[config.mk]
export PLATFORM = sky130hd
export DESIGN_NAME = sig_dma_arbiter
export DESIGN_NICKNAME = d
export VERILOG_FILES = /design/src/rtl/sig_dma_arbiter.sv
export SDC_FILE = /design/constraint.sdc
export NUM_CORES = 1
export LEC_CHECK = 0
export BUFFER_PORTS_ARGS = -buffer_cell sky130_fd_sc_hd__buf_2
export CORE_AREA = 2 2 127 141
export CTS_BUF_LIST = sky130_fd_sc_hd__clkbuf_16
export CTS_CLUSTER_DIAMETER = 150
export DETAILED_ROUTE_END_ITERATION = 16
export DIE_AREA = 0 0 129 143
export GPL_TIMING_DRIVEN = 0
export PLACE_DENSITY_LB_ADDON = 0.3
export SLEW_MARGIN = 5
export SYNTH_ARGS = -nofsm -noshare
export SYNTH_HDL_FRONTEND = slang
export SYNTH_SLANG_ARGS = --single-unit
[constraint.sdc]
create_clock -name csi_clk -period 2.2 [get_ports csi_clk]
set_input_delay 0.11 -clock csi_clk [delete_from_list [all_inputs] [get_ports csi_clk]]
set_output_delay 0.11 -clock csi_clk [all_outputs]
set_load 0.005 [all_outputs]
[src/rtl/sig_dma_arbiter.sv]
// Two-requester Avalon-MM master arbiter: round-robin grant, one bus transfer
// in flight, watchdog abort with discard of the late read beat that follows it.
module sig_dma_arbiter #(
  parameter int TIMEOUT = 1024,
  parameter int CW      = 11
) (
  input  logic        csi_clk,
  input  logic        rsi_reset_n,

  input  logic [31:0] r0_addr,
  input  logic        r0_read,
  input  logic        r0_write,
  input  logic [31:0] r0_writedata,
  output logic [31:0] r0_readdata,
  output logic        r0_rdy,
  output logic        r0_err,

  input  logic [31:0] r1_addr,
  input  logic        r1_read,
  input  logic        r1_write,
  input  logic [31:0] r1_writedata,
  output logic [31:0] r1_readdata,
  output logic        r1_rdy,
  output logic        r1_err,

  output logic [31:0] avm_m_address,
  output logic        avm_m_read,
  output logic        avm_m_write,
  output logic [31:0] avm_m_writedata,
  input  logic        avm_m_waitrequest,
  input  logic        avm_m_readdatavalid,
  input  logic [31:0] avm_m_readdata,

  output logic        busy,
  output logic        grant
);

  typedef enum logic [1:0] {
    S_IDLE,
    S_ISSUE,
    S_WAIT_DATA,
    S_DONE
  } state_t;

  state_t       r_state;
  state_t       w_state_nxt;

  logic         r_grant;
  logic [31:0]  r_addr;
  logic [31:0]  r_wdata;
  logic         r_read;
  logic         r_write;
  logic         r_err;
  logic         r_stale;
  logic [CW-1:0] r_cnt;
  logic [31:0]  r_rd0;
  logic [31:0]  r_rd1;

  logic         w_req0;
  logic         w_req1;
  logic         w_any;
  logic         w_win;
  logic [31:0]  w_sel_addr;
  logic [31:0]  w_sel_wdata;
  logic         w_sel_read;
  logic         w_sel_write;
  logic         w_accept;
  logic         w_rdv;
  logic [CW-1:0] w_cnt_inc;
  logic         w_tmo;
  logic         w_rd_load;
  logic [31:0]  w_rd_val;

  assign w_req0 = r0_read | r0_write;
  assign w_req1 = r1_read | r1_write;
  assign w_any  = w_req0 | w_req1;

  // Round-robin: on a tie the requester that is not the current grant wins.
  always_comb begin
    if (w_req0 && w_req1) w_win = ~r_grant;
    else if (w_req1)      w_win = 1'b1;
    else                  w_win = 1'b0;
  end

  assign w_sel_addr  = w_win ? r1_addr      : r0_addr;
  assign w_sel_wdata = w_win ? r1_writedata : r0_writedata;
  assign w_sel_read  = w_win ? r1_read      : r0_read;
  assign w_sel_write = w_win ? r1_write     : r0_write;

  assign w_accept  = (r_state == S_ISSUE) && !avm_m_waitrequest;
  // A beat that arrives while the stale flag is set belongs to an aborted read.
  assign w_rdv     = avm_m_readdatavalid && !r_stale;
  assign w_cnt_inc = r_cnt + CW'(1);
  assign w_tmo     = (TIMEOUT != 0) && (w_cnt_inc == CW'(TIMEOUT));

  // NOTE: sequential state uses non-blocking assignments so every register
  // samples pre-edge values regardless of block ordering.
  always_ff @(posedge csi_clk or negedge rsi_reset_n) begin
    if (!rsi_reset_n) r_state <= S_IDLE;
    else              r_state <= w_state_nxt;
  end

  // NOTE: defaults first so every path assigns w_state_nxt and no latch is inferred.
  always_comb begin
    w_state_nxt = r_state;
    case (r_state)
      S_IDLE: begin
        if (w_any) w_state_nxt = S_ISSUE;
      end
      S_ISSUE: begin
        if (w_accept) begin
          if (r_read && !w_rdv) w_state_nxt = S_WAIT_DATA;
          else                  w_state_nxt = S_DONE;
        end else if (w_tmo) begin
          w_state_nxt = S_DONE;
        end
      end
      S_WAIT_DATA: begin
        if (w_rdv || w_tmo) w_state_nxt = S_DONE;
      end
      S_DONE: w_state_nxt = S_IDLE;
      default: w_state_nxt = S_IDLE;
    endcase
  end

  always_ff @(posedge csi_clk or negedge rsi_reset_n) begin
    if (!rsi_reset_n) begin
      r_grant <= 1'b1;
      r_addr  <= '0;
      r_wdata <= '0;
      r_read  <= 1'b0;
      r_write <= 1'b0;
      r_err   <= 1'b0;
    end else begin
      case (r_state)
        S_IDLE: begin
          if (w_any) begin
            r_grant <= w_win;
            r_addr  <= w_sel_addr;
            r_wdata <= w_sel_wdata;
            r_read  <= w_sel_read;
            r_write <= w_sel_write && !w_sel_read;
            r_err   <= 1'b0;
          end
        end
        S_ISSUE: begin
          if (w_accept || w_tmo) begin
            r_read  <= 1'b0;
            r_write <= 1'b0;
            r_err   <= !w_accept;
          end
        end
        S_WAIT_DATA: begin
          if (!w_rdv && w_tmo) r_err <= 1'b1;
        end
        default: ;
      endcase
    end
  end

  always_ff @(posedge csi_clk or negedge rsi_reset_n) begin
    if (!rsi_reset_n) begin
      r_cnt   <= '0;
      r_stale <= 1'b0;
    end else begin
      if ((w_state_nxt != r_state) &&
          (w_state_nxt == S_ISSUE || w_state_nxt == S_WAIT_DATA))
        r_cnt <= '0;
      else if (r_state == S_ISSUE || r_state == S_WAIT_DATA)
        r_cnt <= w_cnt_inc;

      if (r_stale && avm_m_readdatavalid)
        r_stale <= 1'b0;
      if (r_state == S_WAIT_DATA && !w_rdv && w_tmo)
        r_stale <= 1'b1;
    end
  end

  // A timed-out read returns zero rather than whatever was left from before.
  always_comb begin
    w_rd_load = 1'b0;
    w_rd_val  = avm_m_readdata;
    case (r_state)
      S_ISSUE: begin
        if (w_accept && r_read && w_rdv) begin
          w_rd_load = 1'b1;
        end else if (!w_accept && w_tmo && r_read) begin
          w_rd_load = 1'b1;
          w_rd_val  = '0;
        end
      end
      S_WAIT_DATA: begin
        if (w_rdv) begin
          w_rd_load = 1'b1;
        end else if (w_tmo) begin
          w_rd_load = 1'b1;
          w_rd_val  = '0;
        end
      end
      default: ;
    endcase
  end

  always_ff @(posedge csi_clk or negedge rsi_reset_n) begin
    if (!rsi_reset_n) begin
      r_rd0 <= '0;
      r_rd1 <= '0;
    end else if (w_rd_load) begin
      if (r_grant) r_rd1 <= w_rd_val;
      else         r_rd0 <= w_rd_val;
    end
  end

  assign avm_m_address   = r_addr;
  assign avm_m_writedata = r_wdata;
  assign avm_m_read      = r_read;
  assign avm_m_write     = r_write;

  assign r0_readdata = r_rd0;
  assign r1_readdata = r_rd1;
  assign r0_rdy      = (r_state == S_DONE) && !r_grant;
  assign r1_rdy      = (r_state == S_DONE) &&  r_grant;
  assign r0_err      = r0_rdy && r_err;
  assign r1_err      = r1_rdy && r_err;

  assign busy  = (r_state != S_IDLE);
  assign grant = r_grant;

endmodule

# After elaboration in Yosys (flattened, before gate mapping)
# Index checks and enable logic that the tools add are counted.
# W data, S select, Z words.
dict set report word_totals {
  ff_bits 146
  out_inout_bits 136
  wordCells 100
}
dict set report classes {
  addsub 1
  eq_ne 10
  mux 35
  bitwise 4
  reduce_logical 39
}
# op count
set op_table {}
lappend op_table {{$mux W32} 6}
lappend op_table {{$pmux W32 S2} 1}
lappend op_table {{$mux W11} 2}
lappend op_table {{$logic_and A1 B1 Y1} 18}
lappend op_table {{$mux W1} 17}
lappend op_table {{$add A11 B1 Y11 const B} 1}
lappend op_table {{$eq A11 B11 Y1 const B} 1}
lappend op_table {{$mux W2} 4}
lappend op_table {{$pmux W2 S4} 1}
lappend op_table {{$reduce_bool A2 Y1} 4}
lappend op_table {{$eq A2 B2 Y1 const B} 3}
lappend op_table {{$logic_not A1 Y1} 6}
lappend op_table {{$pmux W1 S2} 3}
lappend op_table {{$reduce_and A2 Y1} 3}
lappend op_table {{$eq A2 B1 Y1 const B} 2}
lappend op_table {{$logic_or A1 B1 Y1} 4}
lappend op_table {{$ne A2 B2 Y1 const B} 2}
lappend op_table {{$reduce_and A4 Y1} 1}
lappend op_table {{$or A1 B1 Y1} 3}
lappend op_table {{$pmux W1 S3} 1}
lappend op_table {{$reduce_and A3 Y1} 1}
lappend op_table {{$reduce_bool A3 Y1} 1}
lappend op_table {{$logic_not A2 Y1} 1}
lappend op_table {{$ne A2 B1 Y1 const B} 1}
lappend op_table {{2 further kinds} 2}

# Longest topological paths before layout
dict set report depth {
  ltp_word 11
  mapped_depth 10
  mapped_depth_nobuf 8
}

# Worst setup path before layout
# OpenSTA, ideal clock, no wires.
dict set report synth_path {
  path_kind {reg-to-reg}
  from {register r_cnt[0]}
  to {register r_rd0[31] (netlist: r0_readdata[31])}
  setup_ps 127
  arrival_ps 2226
  setup_slack_ps -153
  stages_incl_launch_ff 9
  period_less_slack_ps 2353
  path_cell_list {dfrtp_1 a211o_2 o22ai_1 o2111ai_1 o221ai_2 and4b_1 buf_6 buf_12 mux2_1}
}
dict set report synth_via {
  elab_chain_len 8
}
# item line_no
set synth_lines {}
lappend synth_lines {{from (decl)} 55} ;# logic [CW-1:0] r_cnt;
lappend synth_lines {{from (signal assigned)} 170} ;# r_cnt <= w_cnt_inc;
lappend synth_lines {{$add A11 B1 Y11 (*)} 93} ;# assign w_cnt_inc = r_cnt + CW'(1);
lappend synth_lines {{$eq A11 B11 Y1 (*)} 94} ;# assign w_tmo = (TIMEOUT != 0) && (w_cnt_inc == CW'(TIMEOUT));
lappend synth_lines {{$logic_and A1 B1 Y1 (2 in series)} 187} ;# end else if (!w_accept && w_tmo && r_read) begin
lappend synth_lines {{$mux W1} 187}
lappend synth_lines {{$mux W1} 185} ;# if (w_accept && r_read && w_rdv) begin
lappend synth_lines {{$pmux W1 S2} 183} ;# case (r_state)
lappend synth_lines {{$reduce_and A2 Y1 (no line)} n/a}
lappend synth_lines {{to (signal assigned)} 210} ;# else r_rd0 <= w_rd_val;
lappend synth_lines {{to (decl)} 56} ;# logic [31:0] r_rd0;
# Mark *: on every way between the ends. The rest lies on a longest branch, timed or not.
# A chain may end at the register's enable or synchronous reset.

# Final worst setup path
dict set report layout_path {
  from {register r_cnt[0]}
  to {register r_rd0[30] (netlist: r0_readdata[30])}
}
# The elaborated chain is that of the path after synthesis.

==> impl_metrics.py <==
metrics = {
    "cts": {
        "clock_sinks": 146,
        "numCtsBuffers": 17,
        "root_buffer": "clkbuf_16",
        "clk_pin_slew_ns": 0.07,
        "cts_tree": "built",
        "cts.htree.levels": 4,
        "clkLatencyLatePin_ns": 0.42,
        "cts.path.max_buffers": 2,
    },
    "routing": {
        "drtIter0Drc": 245,
        "wl_per_cell_um": 18.7,
        "top_layer": "met5",
        "first_pass_iters": 5,
        "ant_nets": 0,
        "met1_length_um": 9660,
        "met3_length_um": 2020,
        "drt-vias-per-instance": 5.25,
        "routed-wl-met2_um": 12500,
        "wirelength_um": 25100,
        "drc": 0,
        "via_count": 7035,
    },
    "floorplan": {
        "rows": 50,
        "fp.dieW_um": 129,
        "die_height_um": 143,
        "die_area_sq_um": 18400,
        "io-pin-count": 304,
        "initial_utilization_pct": 43.5,
        "coreArea_sq_um": 17000,
    },
    "min_path": {
        "min_path_type": "input port to flop",
    },
    "synth": {
        "synth_edf_count": 0,
        "yosysSeqAreaShare_pct": 49.6,
        "yosys_warnings": 0,
        "post-synth-top-area-cell": "dfrtp_1",
        "synth_seq_cells": 146,
        "syn_inst": 658,
        "syn-num-nets": 832,
        "ys.flop_type": "dfrtp_1",
        "synthesis.area_sq_um": 7370,
        "synth.top_cell.area_share_pct": 49.3,
        "synth.area.top_cells": "dfrtp_1 49%, mux2i_1 8.8%, mux2_2 7.8%",
        "synthArstFlopShare_pct": 100,
        "syn_avg_cell_area_sq_um": 11.2,
        "synth.distinct_cells": 55,
    },
    "placed_design": {
        "gp_congestion": 0.875,
        "port_buffers": 302,
        "postPlaceCellArea_sq_um": 9250,
        "dpl_worst_slack_ns": -0.418,
        "hpwl_um": 16100,
        "dp.cells": 1195,
    },
    "global_routing": {
        "antenna_found_initial": 6,
        "grt_max_degree": 83,
        "grt_pass1_wl_um": 38500,
        "grt_use_total_pct": 26.8,
        "grt_remaining_overflow": 0,
        "grt_pass1_vias": 7344,
    },
    "power": {
        "p_leak_nw": 5.87,
        "peakVddDrop_v": 0.000777,
        "power_frac_seq_pct": 31.4,
        "p_int_mw": 8.71,
        "clock_power_share_pct": 20.6,
        "power_density_nw_per_um2": 1240,
        "p_switching_mw": 5.47,
        "swShare_pct": 38.6,
        "p_comb_share_pct": 48.0,
    },
    "critical_path": {
        "worstPathMaxFanout": 7,
        "cp.required_ns": 2.51,
        "path_delay_family": "compound AO/OA/AOI/OAI gates",
        "critical_path.max_stage_delay_ns": 0.48,
        "crit_type": "flop to flop",
        "critical_path.cell_chain": "ha_2 -> and3_4 -> and4_4 -> o221ai_4 -> o31a_4 -> clkbuf_16 -> o2bb2ai_2 -> mux2_4",
        "worstSetupEndpointType": "flop",
        "crit_buf_inv": 1,
        "cp-start-kind": "flop",
        "worst_path_max_delay_cell": "o31a_4",
        "crit_arrival_ns": 2.70,
    },
    "timing": {
        "fmax_ghz": 0.417,
        "worst_slew_pin_slew_ns": 0.537,
        "min_period_over_period_pct": 109,
        "setup-tns-final_ns": -11.96,
        "slew_violations": 0,
        "skew_ns": 0.0148,
        "fin_ws_ns": -0.199,
        "relSlewSlack_pct": 64.2,
        "setup-violations-final": 77,
        "rsz0062_at_grt": "yes",
        "period_minus_slack_ns": 2.40,
        "hold_slack_ns": -0.00600,
        "hold_viol_final": 1,
    },
    "status": {
        "status": "finished with violations",
        "violations": "hold timing, setup timing",
    },
    "final_layout": {
        "nFillCells": 1245,
        "nNetsFinal": 1262,
        "final_cell_mix": "304 x buf_2, 142 x dfrtp_1, 113 x nand2_1",
        "drive_gt1_share_pct": 48.0,
        "stdcell_area_sq_um": 11500,
        "instances_no_fill": 1340,
        "layout.cells.most_common": "buf_2",
        "area_growth_pct": 55.7,
    },
    "flow_run": {
        "maxCapViolations": 0,
    },
}
## timing repair
action	4_1_cts	5_1_grt
pin swaps	22	3
setup endpoints to repair	140	143
gates cloned	3	2
setup buffers	15	6
resized for setup	71	60
hold buffers	84	0
hold endpoints to repair	110	0
## sequential cells by signal, summed over array words and instances (netlist names)
register and count:
avm_m_address 32, avm_m_writedata 32, r0_readdata 32, r1_readdata 32, r_cnt 11, r_state 2, avm_m_read 1, avm_m_write 1
grant 1, r_err 1, r_stale 1
## tightest hold or removal path: stages
cell     delay (ns)
buf_2          0.07
mux2i_1        0.06
o21ai_0        0.13
## synth_stat cells, types with 3 or more instances
library cell / count
dfrtp_1: 145
nand2_1: 113
o21ai_0: 74
mux2i_1: 65
mux2_2: 51
o2bb2ai_1: 32
clkbuf_1: 19
mux2_4: 14
nor2_1: 11
nor3_2: 10
buf_1: 8
buf_2: 8
buf_6: 8
xor2_1: 8
and3_1: 7
ha_1: 6
inv_1: 6
a21oi_1: 5
nand2b_1: 5
nand3_1: 5
nor2b_1: 5
nor3_1: 5
xnor2_1: 5
buf_4: 3
nand4_1: 3
o31a_1: 3
## routing by layer
metal | vias up | GRT usage (%)
li1 | 3202 | -
met2 | 328 | 45.7
met5 | - | 0
met4 | 2 | 11.0
met1 | 3434 | 31.3
met3 | 69 | 8.21
## stage by stage
stage                     utilization, %  power, mW
final                               67.7       14.2
after global routing                67.6       15.1
after CTS                           65.7       13.6
after detailed placement            54.5       9.93
after global placement              54.3       9.78
after floorplan                        -       7.63
## path summary, 6_finish.rpt
kind	cells past startpoint	slack [ns]	start	to
worst max-delay path	8	-0.20	r_cnt[0]	r0_readdata[30]
worst min-delay path	3	-0.006	r0_addr[23]	avm_m_address[23]
worst max register to register	8	-0.20	r_cnt[0]	r0_readdata[30]
worst min register to register	2	0.47	avm_m_writedata[23]	avm_m_writedata[23]
max in group asynchronous	3	1.17	rsi_reset_n	avm_m_writedata[26]
min in group asynchronous	2	0.21	rsi_reset_n	r0_readdata[11]
## area by class of cell
class | count | area, sq um | area share [%]
multi-input combinational | 457 | 3880 | 33.8
timing repair buffer | 413 | 2630 | 23.0
clock buffer | 17 | 425 | 3.71
buffer | 47 | 387 | 3.37
inverter | 6 | 22.5 | 0.196
antenna | 5 | 12.5 | 0.109
sequential | 146 | 3660 | 31.9
clock inverter | 15 | 156 | 1.36
tap | 234 | 293 | 2.55
## cell families after synthesis
logic type	Yosys count	synth area share, %
XOR/XNOR	13	1.55
buffers and inverters	55	4.50
multiplexers	131	19.6
AND/OR/NAND/NOR	174	11.4
flip-flops	146	49.6
adder cells (fa/ha/maj)	6	1.02
AO/OA/AOI/OAI	133	12.3
## power by group through the flow
stage | Sequential, mW | Combinational, mW | Clock [mW]
finish | 4.46 | 6.81 | 2.91
detailed placement | 4.42 | 5.51 | 0
floorplan | 4.49 | 3.15 | 0
global route | 4.59 | 7.46 | 3.06
CTS | 4.41 | 6.21 | 2.95
global placement | 4.39 | 5.38 | 0
No activity file was read; power rests on OpenSTA's default activity.
